### config.mk
export PLATFORM = sky130hd
export DESIGN_NAME = calc_sequencer
export DESIGN_NICKNAME = d
export VERILOG_FILES = /design/src/rtl/calc_sequencer.sv
export SDC_FILE = /design/constraint.sdc
export NUM_CORES = 1
export LEC_CHECK = 0
export CAP_MARGIN = 10
export CORE_MARGIN = 1.5
export CORE_UTILIZATION = 50
export DETAILED_ROUTE_END_ITERATION = 12
export PLACE_DENSITY = 0.75
export SLEW_MARGIN = 40
export SYNTH_ARGS = -nofsm -noshare
export SYNTH_HDL_FRONTEND = slang
export SYNTH_SLANG_ARGS = --single-unit
### constraint.sdc
create_clock -name clk -period 5.58 [get_ports clk]
set_input_delay 1.395 -clock clk [delete_from_list [all_inputs] [get_ports clk]]
set_output_delay 1.395 -clock clk [all_outputs]
set_load 0.05 [all_outputs]
### src/rtl/calc_sequencer.sv
// rtl/calc_sequencer.sv - keypad calculator sequencer driving an external registered add/sub datapath
module calc_sequencer #(
    parameter int MAX_DIGITS = 4
) (
    input  logic        clk,
    input  logic        clear,
    input  logic        key_valid,
    input  logic [3:0]  key_code,
    output logic [15:0] alu_num1,
    output logic [15:0] alu_num2,
    output logic        alu_op,
    input  logic [16:0] alu_result,
    output logic [16:0] display_value,
    output logic        display_neg,
    output logic        busy,
    output logic        done
);

    typedef enum logic [2:0] {
        ENTER_A,
        ENTER_B,
        ISSUE,
        WAIT,
        SHOW
    } state_t;

    localparam logic [2:0] MAX_CNT = 3'(MAX_DIGITS);

    state_t      state_q, state_d;
    logic [15:0] acc_a_q, acc_a_d;
    logic [15:0] acc_b_q, acc_b_d;
    logic [2:0]  count_q, count_d;
    logic        op_q, op_d;
    logic [16:0] disp_q, disp_d;
    logic        neg_q, neg_d;
    logic        busy_q, busy_d;
    logic        done_q, done_d;

    logic        is_digit, is_op, is_eq, is_ce, can_take;
    logic [15:0] digit_ext;
    logic        cap_neg;

    assign is_digit  = key_valid && (key_code <= 4'd9);
    assign is_op     = key_valid && ((key_code == 4'hA) || (key_code == 4'hB));
    assign is_eq     = key_valid && (key_code == 4'hC);
    assign is_ce     = key_valid && (key_code == 4'hD);
    assign can_take  = (count_q < MAX_CNT);
    assign digit_ext = {12'd0, key_code};
    assign cap_neg   = op_q & alu_result[16];

    always_comb begin
        state_d = state_q;
        acc_a_d = acc_a_q;
        acc_b_d = acc_b_q;
        count_d = count_q;
        op_d    = op_q;
        disp_d  = disp_q;
        neg_d   = neg_q;
        done_d  = 1'b0;

        case (state_q)
            ENTER_A: begin
                if (is_digit) begin
                    if (can_take) begin
                        acc_a_d = acc_a_q * 16'd10 + digit_ext;
                        count_d = count_q + 3'd1;
                    end
                end else if (is_op) begin
                    op_d    = key_code[0];
                    acc_b_d = 16'd0;
                    count_d = 3'd0;
                    state_d = ENTER_B;
                end else if (is_ce) begin
                    acc_a_d = 16'd0;
                    count_d = 3'd0;
                end
            end
            ENTER_B: begin
                if (is_digit) begin
                    if (can_take) begin
                        acc_b_d = acc_b_q * 16'd10 + digit_ext;
                        count_d = count_q + 3'd1;
                    end
                end else if (is_op) begin
                    op_d = key_code[0];
                end else if (is_ce) begin
                    acc_b_d = 16'd0;
                    count_d = 3'd0;
                end else if (is_eq) begin
                    state_d = ISSUE;
                end
            end
            ISSUE: begin
                state_d = WAIT;
            end
            WAIT: begin
                // Datapath result became valid on the ISSUE->WAIT edge; latch it now.
                state_d = SHOW;
                done_d  = 1'b1;
                neg_d   = cap_neg;
                disp_d  = cap_neg ? (~alu_result + 17'd1) : alu_result;
            end
            SHOW: begin
                if (is_digit) begin
                    acc_a_d = digit_ext;
                    count_d = 3'd1;
                    state_d = ENTER_A;
                end else if (is_op && !neg_q) begin
                    // Chain: the positive result becomes the next left operand.
                    acc_a_d = disp_q[15:0];
                    op_d    = key_code[0];
                    acc_b_d = 16'd0;
                    count_d = 3'd0;
                    state_d = ENTER_B;
                end else if (is_ce) begin
                    acc_a_d = 16'd0;
                    count_d = 3'd0;
                    state_d = ENTER_A;
                end
            end
            default: begin
                state_d = ENTER_A;
            end
        endcase

        if (state_d == ENTER_A) begin
            disp_d = {1'b0, acc_a_d};
            neg_d  = 1'b0;
        end else if (state_d == ENTER_B) begin
            disp_d = {1'b0, acc_b_d};
            neg_d  = 1'b0;
        end

        busy_d = (state_d == ISSUE) || (state_d == WAIT);
    end

    always_ff @(posedge clk) begin
        if (clear) begin
            state_q <= ENTER_A;
            acc_a_q <= 16'd0;
            acc_b_q <= 16'd0;
            count_q <= 3'd0;
            op_q    <= 1'b0;
            disp_q  <= 17'd0;
            neg_q   <= 1'b0;
            busy_q  <= 1'b0;
            done_q  <= 1'b0;
        end else begin
            state_q <= state_d;
            acc_a_q <= acc_a_d;
            acc_b_q <= acc_b_d;
            count_q <= count_d;
            op_q    <= op_d;
            disp_q  <= disp_d;
            neg_q   <= neg_d;
            busy_q  <= busy_d;
            done_q  <= done_d;
        end
    end

    assign alu_num1      = acc_a_q;
    assign alu_num2      = acc_b_q;
    assign alu_op        = op_q;
    assign display_value = disp_q;
    assign display_neg   = neg_q;
    assign busy          = busy_q;
    assign done          = done_q;

endmodule

Yosys cells after proc, flatten, opt, wreduce, memory -nomap -nowiden
Cells that the tools add are included.
{"block": "word_totals", "regBits": 59, "in_bits": 24, "out_inout_bits": 53, "wordCells": 98}
{"block": "classes", "addsub": 4, "mul": 2, "magnitude_cmp": 2, "eq_ne": 16, "mux": 45, "bitwise": 2, "n_reduce_logical": 17}
{"op": "$mux 16", "count": 17}
{"op": "$mux 3", "count": 17}
{"op": "$pmux 16 s3", "count": 1}
{"op": "$add 16x4->16", "count": 2}
{"op": "$mul 16x3->15 const B", "count": 2}
{"op": "$pmux 16 s2", "count": 1}
{"op": "$add 17x1->17 const B", "count": 1}
{"op": "$mux 17", "count": 1}
{"op": "$not 17->17", "count": 1}
{"op": "$eq 4x4->1 const B", "count": 4}
{"op": "$pmux 3 s5", "count": 1}
{"op": "$eq 3x2->1 const B", "count": 4}
{"op": "$pmux 3 s3", "count": 1}
{"op": "$eq 3x1->1 const B", "count": 2}
{"op": "$logic_not 3->1", "count": 2}
{"op": "$ne 2x2->1 const B", "count": 3}
{"op": "$reduce_bool 3->1", "count": 2}
{"op": "$logic_and 1x1->1", "count": 5}
{"op": "$mux 1", "count": 5}
{"op": "$reduce_and 5->1", "count": 1}
{"op": "$le 4x4->1 const B", "count": 1}
{"op": "$add 3x1->3 const B", "count": 1}
{"op": "$eq 3x3->1 const B", "count": 1}
{"op": "$lt 3x3->1 const B", "count": 1}
{"op": "10 further kinds", "count": 11}

Depth between registers and ports, before layout
{"block": "logic_depth", "word_depth": 10, "depth_mapped": 13, "mapped_depth_nobuf": 13}

Worst setup path after synthesis
OpenSTA, ideal clock, no wires.
{"block": "synth_timing", "kind": "register to register", "from": "register acc_b_q[1] (netlist: alu_num2[1])", "to": "register disp_q[15] (netlist: display_value[15])", "setup_time_ps": 128, "arrival_ps": 3438, "required_time_ps": 5452, "path_slack_ps": 2014, "stages_incl_launch_ff": 13, "n_path_buf": 0, "period_less_slack_ps": 3566, "path_cell_list": "dfxtp_1 > ha_1 > ha_1 > fa_1 > a21o_1 > and4_1 > o2111a_1 > or3_1 > a21oi_1 > xor2_1 > o31a_1 > o21ai_0 > a31oi_1"}
{"block": "synth_via", "elab_chain_len": 7}
{"item": "from (decl)", "line_no": "31", "text": "logic [15:0] acc_b_q, acc_b_d;"}
{"item": "from (signal assigned)", "line_no": "141", "text": "acc_b_q <= 16'd0;"}
{"item": "from (signal assigned)", "line_no": "151", "text": "acc_b_q <= acc_b_d;"}
{"item": "$mul 16x3->15", "line_no": "81", "text": "acc_b_d = acc_b_q * 16'd10 + digit_ext;"}
{"item": "$add 16x4->16", "line_no": "81"}
{"item": "$mux 16", "line_no": "80", "text": "if (can_take) begin"}
{"item": "$mux 16", "line_no": "79", "text": "if (is_digit) begin"}
{"item": "$pmux 16 s3", "line_no": "61", "text": "case (state_q)"}
{"item": "$mux 16", "line_no": "129", "text": "end else if (state_d == ENTER_B) begin"}
{"item": "$mux 16", "line_no": "126", "text": "if (state_d == ENTER_A) begin"}
{"item": "to (signal assigned)", "line_no": "154", "text": "disp_q <= disp_d;"}
{"item": "to (decl)", "line_no": "34", "text": "logic [16:0] disp_q, disp_d;"}
Every way passes these cells.
A chain may end at the register's enable or synchronous reset.

Final worst setup path
{"block": "layout_timing", "from": "input key_code[2]", "to": "register disp_q[5] (netlist: display_value[5])"}
{"block": "layout_via", "elab_chain_len": 10, "elab_cells_between_ends": 44, "classes_between": "add/sub: 2; order compare: 1; eq/ne: 5; mux: 28; reduce/logical: 8"}
{"item": "from (decl)", "line_no": "8", "text": "input logic [3:0] key_code,"}
{"item": "branches (longest 10 deep; another with $add 16x4->16)"}
Several ways; the timed one is not identified.

==> summary.txt <==
run status: complete, no violations
number of placed I/O pins: 77
area share of fa/ha/maj cells after synthesis: 14.8%
slew at the pin closest to its max-slew limit: 0.782 ns
endpoint of the worst register-to-register path: display_value[10]
met3 usage: 3.45%
number of global-route vias before repair: 4923
via count: 5323
ys flop type: dfxtp_1
final worst path period need: 4.36 ns
total number of H-tree levels: 3
library cell with the largest summed area after synthesis: dfxtp_1
flop-to-flop setup slack: 1.98 ns
Synth Area in XOR/XNOR: 9.92%
cell area after technology mapping: 5120 µm²
count of buffers inserted at the top-level ports: 76
CP Max Fanout: 12
Comb pwr share: 25.3%
full die area: 10900 µm²
cell internal pwr: 761 µW
final non-filler cell area: 6170 µm²
maximum clock rate: 229 MHz
area of placed instances: 5970 µm²
EDFF count, synth: 0
part of the cycle the worst path needs: 78.2%
Antenna Violating Nets Remaining: 0
ranking of synthesized cells by area: dfxtp_1, ha_1, xnor2_1
post-synthesis register bit count: 59
Leakage: 2.56 nW
distinct cell type count after synthesis: 64
Post-CTS Hold Fix Bufs: 0
number of violations of the max-capacitance limit: 0
main combinational cell family by area after synthesis: compound AO/OA/AOI/OAI gates
type of the worst setup path: in2reg
global-route met2 utilization: 48.2%
GRT overflow: 0
synthesized-area fraction occupied by and/or/nand/nor cells: 19.9%
detailed-placement wirelength estimate: 11900 µm
core region area: 9860 µm²
count of fill cells added during filler insertion: 882
sum of negative setup slack: 0 ns
complex-gate fraction of the synthesized area: 27.0%
Layout Skew: 0.0110 ns
detailed-route vias per instance: 6.31
Async S/R FF share, synth: 0%
met1 Track Usage GR: 37.7%
capturing element type of the critical path: register
First DRT Iteration DRCs: 415
number of slew-limit violations in the final report: 0
wire length of the first global-routing pass: 25100 µm
Clk pin slew, worst setup/hold paths: 0.07 ns
Resized cells post-CTS: 0
Worst Hold Depth: 2
total number of yosys warnings: 0
largest net degree at the start of global routing: 53
signal arrival time at the worst endpoint: 4.57 ns
Die W: 104 µm
Worst R2R Start: alu_num1[2]
source of the worst hold timing path: display_value[16]
setup repair after global routing missed its margin: false
Site Rows: 36
worst hold path class: reg2reg
grt peak-use layer: met2
die boundary height: 104 µm
WL final: 15500 µm
final hold vios: 0
most common cell in the synthesized netlist: nor2_1
Area Overhead vs Synth: 20.6%
part of the total power dissipated in sequential elements: 39.6%
Post-Syn Nets: 723
total CTS buffers: 9
depth of the worst register-to-register path: 13
number of clock sinks: 59
power density over cell area: 188 nW/µm²
Worst Setup Start Kind: input pin
average wire length per cell after detail routing: 18.4 µm
sequential element share of the synthesized area: 23.1%
DR DRC count: 0
Worst Path Required: 5.79 ns
setup violation total in the final timing report: 0
number of instances in the synthesized netlist: 641
last weighted congestion value of the routability-driven placer: 0.919
worst relative slew slack: 47.9%
clock root cell: clkbuf_8
number of antenna violations at the first check in global routing: 0
Sw Pwr: 403 µW
mux share of post-synthesis cell area: 1.78%
fin nets: 787
later-pin clock latency in the skew report: 0.34 ns
Max Buffers Root-to-Sink: 2
starting density of the core: 51.9%
top-area cell type share of the netlist area: 23.1%
proportion of layout cells with a drive suffix above 1: 4.51%
worst ir drop on vdd: 0.122 mV
Overall Global Routing Usage: 28.4%
setup fix buffers added after clock tree synthesis: 0
drt first pass iters: 6
synth cell count leaders: nor2_1, dfxtp_1, nand2_1
Mean Syn Cell Area: 7.99 µm²
Net Sw Frac: 34.6%
power share of the clock group: 35.0%
Antenna Cells: 0
Worst Hold Path EP: display_value[16]
CTS tree: yes
layout make-up:
type	instances	area [µm²]	share of cell area, %
clock buffer	9	124	2.01
tap	133	166	2.70
multi-input combinational	537	3760	60.9
timing repair buffer	81	800	12.9
clock inverter	7	81.3	1.32
inverter	17	63.8	1.03
sequential	59	1180	19.1
flip-flops by register name (all words and copies together), names as in the netlist:
signal / cells
alu_num1: 16
alu_num2: 16
alu_op: 1
busy: 1
count_q: 3
display_neg: 1
display_value: 17
done: 1
state_q: 3
worst max-delay path, stage by stage:
cell and delay, ns:
clkdlybuf4s50_1 0.66, nand4b_1 0.39, nor2_1 0.37, a21oi_1 0.22
nand3_1 0.17, nand3_1 0.40, a222oi_1 0.47, mux2i_1 0.14
a221oi_1 0.28, nor2_1 0.06
cell usage in the layout, fill, tap and decap left out, types with 8 or more instances in the layout:
cell | synthesis | final
nor2_1 | 72 | 72
o21ai_0 | 21 | 21
nor3_1 | 12 | 12
clkdlybuf4s50_1 | 0 | 75
a21o_1 | 9 | 9
and2_1 | 11 | 11
clkbuf_8 | 0 | 9
nand3_1 | 16 | 16
o211ai_1 | 14 | 14
a22oi_1 | 21 | 21
nand2_1 | 55 | 55
mux2i_1 | 8 | 8
a21oi_1 | 51 | 51
a221oi_1 | 10 | 10
nand4_1 | 9 | 9
inv_1 | 17 | 17
a211oi_1 | 8 | 8
dfxtp_1 | 59 | 59
xor2_1 | 25 | 25
ha_1 | 54 | 54
xnor2_1 | 33 | 33
power groups by stage:
| stage | sequential [mW] | combinational, mW | clock [mW] |
|---|---|---|---|
| 5_1_grt | 0.462 | 0.317 | 0.430 |
| 4_1_cts | 0.460 | 0.292 | 0.409 |
| 2_1_floorplan | 0.511 | 0.150 | 0 |
| 3_3_place_gp | 0.469 | 0.288 | 0 |
| 6_report | 0.461 | 0.295 | 0.408 |
| 3_5_place_dp | 0.469 | 0.290 | 0 |
through the flow:
| step | setup slack [ns] | hold slack, ns | cells | total power, mW | utilization (%) |
|---|---|---|---|---|---|
| floorplan | 2.01 | 0.458 | 641 | 0.661 | - |
| global placement | 1.09 | 0.477 | 826 | 0.757 | 60.3 |
| detailed placement | 0.963 | 0.470 | 827 | 0.759 | 60.5 |
| CTS | 1.32 | 0.477 | 843 | 1.16 | 62.6 |
| global route | 0.919 | 0.508 | 843 | 1.21 | 62.6 |
| finish | 1.22 | 0.475 | 843 | 1.16 | 62.6 |
worst max path at each step:
stage / startpoint / endpoint / slack [ns] / cells past startpoint
finish: key_code[2] / display_value[5] / 1.22 / 10
global route: key_code[2] / display_value[5] / 0.92 / 10
CTS: key_code[2] / display_value[5] / 1.32 / 10
detailed placement: key_code[2] / display_value[5] / 0.96 / 10
global placement: key_code[2] / display_value[5] / 1.09 / 10
floorplan: alu_num2[1] / display_value[15] / 2.01 / 12
kinds of logic after synthesis:
group / after synthesis
compound gates: 197
buf+inv: 45
xor+xnor: 58
fa+ha+maj: 58
flops: 59
simple gates: 215
mux: 9
metal layers:
layer / wire [µm] / part of all wire (%)
met5: 0 / 0
met1: 6670 / 43
met3: 1040 / 6.7
met2: 7430 / 48
met4: 391 / 2.5
No activity file was read; power rests on OpenSTA's default activity.
